$ cat src/rtl/pipe_stage_reg.sv
// -----------------------------------------------------------------------------
// pipe_stage_reg
//
// Generic inter-stage pipeline register with a valid/ready handshake, a
// synchronous flush that inserts a bubble, and a saturating counter of
// downstream stall cycles. All state updates on the falling edge of clk.
//
// Build option:
//   PIPE_STAGE_SKID_EN defined   : a skid register and a FULL state are added.
//                                  in_ready is registered and has no
//                                  combinational path from out_ready.
//   PIPE_STAGE_SKID_EN undefined : single register with states EMPTY/BUSY.
//                                  in_ready = !out_valid | out_ready.
//
// Ports:
//   clk        in   stage clock (falling-edge active)
//   reset      in   asynchronous active-low reset
//   flush      in   synchronous bubble insert; discards all held entries
//   in_valid   in   upstream bundle valid
//   in_ready   out  stage can accept a bundle this cycle
//   in_data    in   upstream bundle [DATA_W-1:0]
//   out_valid  out  out_data holds a valid bundle
//   out_ready  in   downstream accepts out_data this cycle
//   out_data   out  registered bundle to next stage [DATA_W-1:0]
//   stall_cnt  out  saturating count of out_valid & !out_ready edges
// -----------------------------------------------------------------------------
module pipe_stage_reg #(
    parameter int unsigned        DATA_W     = 113,
    parameter logic [DATA_W-1:0]  INIT_VALUE = {DATA_W{1'b0}},
    parameter int unsigned        STALL_W    = 16
) (
    input  logic               clk,
    input  logic               reset,
    input  logic               flush,
    input  logic               in_valid,
    output logic               in_ready,
    input  logic [DATA_W-1:0]  in_data,
    output logic               out_valid,
    input  logic               out_ready,
    output logic [DATA_W-1:0]  out_data,
    output logic [STALL_W-1:0] stall_cnt
);

    typedef enum logic [1:0] {
        ST_EMPTY = 2'b00,
        ST_BUSY  = 2'b01,
        ST_FULL  = 2'b10
    } state_t;

    state_t              state_r;
    state_t              state_nxt_s;
    logic                out_valid_r;
    logic [DATA_W-1:0]   main_r;
    logic [STALL_W-1:0]  stall_cnt_r;
    logic                in_ready_s;
    logic                accept_s;
    logic                deliver_s;
    logic                load_in_s;

`ifdef PIPE_STAGE_SKID_EN
    logic [DATA_W-1:0]   skid_r;
    logic                in_ready_r;
    logic                load_skid_s;
    logic                load_from_skid_s;

    assign in_ready_s = in_ready_r;
`else
    // Without a skid slot the stage can only take a new bundle when the
    // current one leaves in the same edge (or there is none).
    assign in_ready_s = ~out_valid_r | out_ready;
`endif

    assign accept_s  = in_valid & in_ready_s;
    assign deliver_s = out_valid_r & out_ready;

    // Next-state and load-select decode; flush overrides every transition.
    always_comb begin
        state_nxt_s      = state_r;
        load_in_s        = 1'b0;
`ifdef PIPE_STAGE_SKID_EN
        load_skid_s      = 1'b0;
        load_from_skid_s = 1'b0;
`endif
        if (flush) begin
            state_nxt_s = ST_EMPTY;
        end else begin
            case (state_r)
                ST_EMPTY: begin
                    if (accept_s) begin
                        load_in_s   = 1'b1;
                        state_nxt_s = ST_BUSY;
                    end else begin
                        state_nxt_s = ST_EMPTY;
                    end
                end
                ST_BUSY: begin
                    if (accept_s && deliver_s) begin
                        load_in_s   = 1'b1;
                        state_nxt_s = ST_BUSY;
                    end else if (accept_s) begin
`ifdef PIPE_STAGE_SKID_EN
                        // Downstream stalled: park the new bundle behind main.
                        load_skid_s = 1'b1;
                        state_nxt_s = ST_FULL;
`else
                        // Not reachable: in_ready implies out_ready here.
                        state_nxt_s = ST_BUSY;
`endif
                    end else if (deliver_s) begin
                        state_nxt_s = ST_EMPTY;
                    end else begin
                        state_nxt_s = ST_BUSY;
                    end
                end
                ST_FULL: begin
`ifdef PIPE_STAGE_SKID_EN
                    // in_ready is low in FULL, so only a deliver can happen.
                    if (deliver_s) begin
                        load_from_skid_s = 1'b1;
                        state_nxt_s      = ST_BUSY;
                    end else begin
                        state_nxt_s      = ST_FULL;
                    end
`else
                    state_nxt_s = ST_EMPTY;
`endif
                end
                default: begin
                    state_nxt_s = ST_EMPTY;
                end
            endcase
        end
    end

    // State register and registered out_valid.
    always_ff @(negedge clk or negedge reset) begin
        if (!reset) begin
            state_r     <= ST_EMPTY;
            out_valid_r <= 1'b0;
        end else begin
            state_r     <= state_nxt_s;
            out_valid_r <= (state_nxt_s != ST_EMPTY);
        end
    end

    // Main data register; holds its last value while EMPTY.
    always_ff @(negedge clk or negedge reset) begin
        if (!reset) begin
            main_r <= INIT_VALUE;
        end else if (flush) begin
            main_r <= INIT_VALUE;
        end else if (load_in_s) begin
            main_r <= in_data;
`ifdef PIPE_STAGE_SKID_EN
        end else if (load_from_skid_s) begin
            main_r <= skid_r;
`endif
        end else begin
            main_r <= main_r;
        end
    end

`ifdef PIPE_STAGE_SKID_EN
    // Skid register and registered in_ready (low only while FULL).
    always_ff @(negedge clk or negedge reset) begin
        if (!reset) begin
            skid_r     <= INIT_VALUE;
            in_ready_r <= 1'b1;
        end else begin
            if (flush) begin
                skid_r <= INIT_VALUE;
            end else if (load_skid_s) begin
                skid_r <= in_data;
            end else begin
                skid_r <= skid_r;
            end
            in_ready_r <= (state_nxt_s != ST_FULL);
        end
    end
`endif

    // Saturating stall counter; flush deliberately leaves it alone.
    always_ff @(negedge clk or negedge reset) begin
        if (!reset) begin
            stall_cnt_r <= {STALL_W{1'b0}};
        end else if (out_valid_r && !out_ready && (stall_cnt_r != {STALL_W{1'b1}})) begin
            stall_cnt_r <= stall_cnt_r + {{(STALL_W-1){1'b0}}, 1'b1};
        end else begin
            stall_cnt_r <= stall_cnt_r;
        end
    end

    assign in_ready  = in_ready_s;
    assign out_valid = out_valid_r;
    assign out_data  = main_r;
    assign stall_cnt = stall_cnt_r;

endmodule
$ cat config.mk
export PLATFORM = sky130hd
export DESIGN_NAME = pipe_stage_reg
export DESIGN_NICKNAME = d
export VERILOG_FILES = /design/src/rtl/pipe_stage_reg.sv
export SDC_FILE = /design/constraint.sdc
export NUM_CORES = 1
export LEC_CHECK = 0
export BUFFER_PORTS_ARGS = -buffer_cell sky130_fd_sc_hd__clkbuf_2
export CAP_MARGIN = 10
export CORE_ASPECT_RATIO = 2
export CORE_MARGIN = 3
export CORE_UTILIZATION = 45
export DETAILED_ROUTE_END_ITERATION = 8
export HOLD_SLACK_MARGIN = 0.06
export PLACE_DENSITY = 0.8
export SETUP_SLACK_MARGIN = 0.5
export SLEW_MARGIN = 20
export SYNTH_ARGS = -nofsm -noshare
export SYNTH_HDL_FRONTEND = slang
export SYNTH_SLANG_ARGS = --single-unit
$ cat constraint.sdc
create_clock -name clk -period 2.2 [get_ports clk]
set_input_delay 0.33 -clock clk [delete_from_list [all_inputs] [get_ports clk]]
set_output_delay 0.33 -clock clk [all_outputs]
set_load 0.05 [all_outputs]
==> flow_summary.json, run 1 <==
{
  "status": "did not finish",
  "failed_stage": "global routing",
  "error_line": "[ERROR DPL-0038] Utilization greater than 100%, impossible to legalize",
  "synth-simple-area-share_pct": 5.081,
  "crit_endpoint": "out_valid",
  "synth_top_family_by_area": "compound AO/OA/AOI/OAI gates",
  "portBuffers": 248,
  "gp_congestion": 0.8247,
  "ctsRootBufferMaster": "clkbuf_16",
  "synth_area_leaders": "dfrtn_1 (68%), a22o_1 (21%), buf_2 (1.7%), xnor2_1 (1.3%), xor2_1 (0.73%)",
  "yosysUniqueCellTypes": 36,
  "ys_seq_elements": 130,
  "synth_top_cell_by_area": "dfrtn_1",
  "syn_area_um2": 4802,
  "synth.area.mux_share_pct": 0.7556,
  "synthDominantCellAreaShare_pct": 67.74,
  "synth_area_per_cell_um2": 14.55,
  "ys.warnings.count": 0,
  "cts_num_sinks": 130,
  "synth_edf_count": 0,
  "postSynthCellCount": 330,
  "initial_utilization_pct": 46.71,
  "synth_xor_xnor_area_share_pct": 2.006,
  "die_h_um": 152.1,
  "grt_start_max_net_pins": 64,
  "cts_buffers": 17,
  "synth_nets": 449,
  "endpoint_type": "primary output",
  "clock_path_buffers": 2,
  "ctsHtreeMaxLevel": 4,
  "synth_fa_ha_area_share_pct": 0.2606,
  "io-pin-count": 249,
  "die_x_um": 79.05,
  "synth_flop_cell": "dfrtn_1",
  "rows": 52,
  "synth_compound_area_share_pct": 21.78,
  "hpwl_mm": 9.819,
  "synthArstFlopShare_pct": 100.0,
  "ys_seq_area_share_pct": 67.74
}
## kinds of logic after synthesis
group / count (synthesis)
and+or+nand+nor: 38
buffers and inverters: 25
DFF: 130
AOI/OAI and AO/OA: 122
xor gates and xnor gates: 11
muxes: 3
adders and majority gates: 1
## repair_timing
action,CTS
gates cloned,24
gates resized for setup,300
setup endpoints to repair,260
buffers inserted,53
pin swaps,61
hold buffers,0
## Yosys cell counts (all sizes together) (2+ instances only)
cell type  instances
xor2               4
dfrtn            130
xnor2              7
mux2               2
and2               2
nor3               2
a22o             113
nor4               2
nand4              5
clkbuf             8
nor2               7
buf               16
a21oi              4
nand3              4
nand4b             2
nand2              6
## stage by stage
stage	worst slack [ns]	instance area, um^2	cells	TNS (ns)	utilization (%)
after detailed placement	-0.3481	6584	719	-28.84	64.05
after floorplan	-0.2270	4965	330	-22.03	-
after global placement	-0.2987	6584	719	-25.79	64.05
after CTS	-0.4024	9608	828	-62.65	93.46
==> run 2: changes to the inputs <==
--- a/config.mk
+++ b/config.mk
@@ -7,13 +7,10 @@
 export LEC_CHECK = 0
 export BUFFER_PORTS_ARGS = -buffer_cell sky130_fd_sc_hd__clkbuf_2
 export CAP_MARGIN = 10
-export CORE_ASPECT_RATIO = 2
 export CORE_MARGIN = 3
-export CORE_UTILIZATION = 45
+export CORE_UTILIZATION = 34
 export DETAILED_ROUTE_END_ITERATION = 8
-export HOLD_SLACK_MARGIN = 0.06
-export PLACE_DENSITY = 0.8
-export SETUP_SLACK_MARGIN = 0.5
+export PLACE_DENSITY_LB_ADDON = 0.15
 export SLEW_MARGIN = 20
 export SYNTH_ARGS = -nofsm -noshare
 export SYNTH_HDL_FRONTEND = slang
==> run 2 against run 1 <==
Effect of this change: the flow now finishes, with violations (setup timing); synthesized cell count stayed put; synthesized area stayed put.
==> flow_summary.json, run 2 <==
{
  "ys_seq_area_share_pct": 67.74,
  "placed_area_um2": 6640,
  "clkSlewWorstSetupHoldPaths_ns": 0.04,
  "drive_gt1_share_pct": 55.99,
  "num_antenna_cells": 0,
  "worstSetupPathType": "flip-flop to output port",
  "status": "finished with violations",
  "preCtsSetupSlack_ns": -0.3605,
  "max_slew_margin_pct": 80.90,
  "synth_flop_cell": "dfrtn_1",
  "rows": 42,
  "largest_reg_flops": 113,
  "core-area_um2": 13510,
  "whs_ns": 0.4953,
  "grt_pass1_wl_mm": 23.79,
  "cp-start-kind": "flip-flop",
  "die_h_um": 124.8,
  "cp_data_arrival_time_ns": 2.19,
  "skew_ns": 0.003741,
  "rsz0062_at_grt": "true",
  "fin_nets": 765,
  "antenna_found_initial": 0,
  "crit_chain": "buf_6, buf_12",
  "num_vias": 4174,
  "area_growth_pct": 84.18,
  "violations": "setup timing",
  "routedWlPerCell_um": 18.50,
  "worstSkewPairLatency_ns": 0.39,
  "worst_slack_ns": -0.3236,
  "hp-class": "flip-flop to flip-flop",
  "ys.warnings.count": 0,
  "dieArea_um2": 15590,
  "p_per_area_nw_per_um2": 861.7,
  "wirelength_mm": 15.45,
  "grt_start_max_net_pins": 59,
  "ys_seq_elements": 130,
  "post_drt_via_cell_ratio": 4.999,
  "synth_nets": 449,
  "holdPathStages": 1,
  "most-common-layout-cells": "dfrtn_1 (130), buf_8 (123), clkbuf_2 (116)",
  "ant_nets": 0,
  "postSynthCellCount": 330,
  "die_x_um": 124.8,
  "fillers": 955,
  "synthArstFlopShare_pct": 100.0,
  "portBuffers": 248,
  "slew_viol_final": 0,
  "dr.pass1.iters": 4,
  "syn_area_um2": 4802,
  "maxCapViolations": 0,
  "synth_area_per_cell_um2": 14.55,
  "cp.required_ns": 1.87,
  "hold_viol_final": 0,
  "cts_num_sinks": 130,
  "max_stage_delay_ns": 0.46,
  "clock_path_buffers": 2,
  "initialDrtViolationCount": 134,
  "hpwl_mm": 9.729,
  "cp_slowest_cell": "dfrtn_1",
  "reg2reg_depth": 8,
  "ctsRootBufferMaster": "clkbuf_16",
  "yosysUniqueCellTypes": 36,
  "cts_buffers": 17,
  "synth_top_cell_by_area": "dfrtn_1",
  "synth_area_leaders": "dfrtn_1 (68%), a22o_1 (21%), buf_2 (1.7%), xnor2_1 (1.3%), xor2_1 (0.73%)",
  "cts_tree": "yes",
  "drc_errors": 0,
  "ir_drop_mv": 0.5128,
  "yosysMostFrequentCell": "dfrtn_1",
  "gp_congestion": 0.8630,
  "p_leak_nw": 4.513,
  "initial_utilization_pct": 35.56,
  "grtUsageTotal_pct": 19.24,
  "synthDominantCellAreaShare_pct": 67.74,
  "io-pin-count": 249,
  "tightest_slew_ns": 0.2858,
  "setup_viol": 131,
  "ctsHtreeMaxLevel": 4,
  "synth_edf_count": 0,
  "grt_pass1_vias": 4571,
  "path_max_fanout": 2,
  "end_kind": "output port",
  "fin_area_um2": 8845,
  "yosys-top-cells-count": "dfrtn_1 (130), a22o_1 (113), buf_2 (16), clkbuf_1 (8), xnor2_1 (7)",
  "gr-total-overflow": 0,
  "fin_total_pwr_mw": 7.622,
  "final_common_cell": "dfrtn_1"
}
[run 2: worst paths after layout]
kind / endpoint / startpoint / slack [ns]
setup / recovery: out_valid / out_valid / -0.32
hold / removal: out_data[35] / out_data[35] / 0.50
setup reg to reg: stall_cnt[10] / stall_cnt[1] / 0.28
hold reg to reg: out_data[35] / out_data[35] / 0.50
max in group asynchronous: out_data[111] / reset / 0.84
min in group asynchronous: out_data[62] / reset / 0.80
[run 2: cell families after synthesis]
family,share of synthesized area (%)
xor+xnor,2.006
flops,67.74
mux,0.7555
compound gates,21.78
fa+ha+maj,0.2605
buf+inv,2.371
simple gates,5.081
[run 2: cell type report]
type                       count  area (um^2)  share of cell area [%]
sequential                   130         3253                   36.78
tap                          176        220.2                   2.490
clock inverter                 9        126.4                   1.429
timing repair buffer         321         3244                   36.68
clock buffer                  23        498.0                   5.630
multi-input combinational    175         1499                   16.95
inverter                       1        3.754                 0.04244
[run 2: timing repair]
| item | in CTS | in global routing |
|---|---|---|
| pin swaps | 0 | 24 |
| setup endpoints to repair | 131 | 132 |
| gates cloned | 0 | 1 |
| gates resized for setup | 250 | 123 |
| buffers inserted | 23 | 18 |
| hold buffers | 0 | 0 |
[run 2: critical path, delay by kind of cell (launching register included)]
kind	cells	cell delay, ns
buf+inv	2	0.25
flops	1	0.46
[run 2: per-layer routing]
layer  share of wire, %  up-vias  track usage (%)
li1                   -     1902                -
met1                 39     2036            21.83
met2                 51      200            32.76
met3                7.1       36            6.432
met4                3.1        0            8.992
met5                  0        -                0
[run 2: power by group]
part	total (mW)	switching, mW	leakage (nW)	internal (mW)
clock	2.92	0.997	0.309	1.93
combinational	1.94	1.05	2.47	0.889
sequential	2.76	0.170	1.74	2.59
[run 2: stage by stage]
step                      instances  setup TNS [ns]  utilization (%)
after CTS                       816          -33.08            63.16
final                           835          -29.28            65.49
after floorplan                 330          -22.04                -
after global routing            835          -34.78            65.49
after global placement          762          -27.47            49.17
after detailed placement        762          -28.64            49.17
No activity file was read; power rests on OpenSTA's default activity.
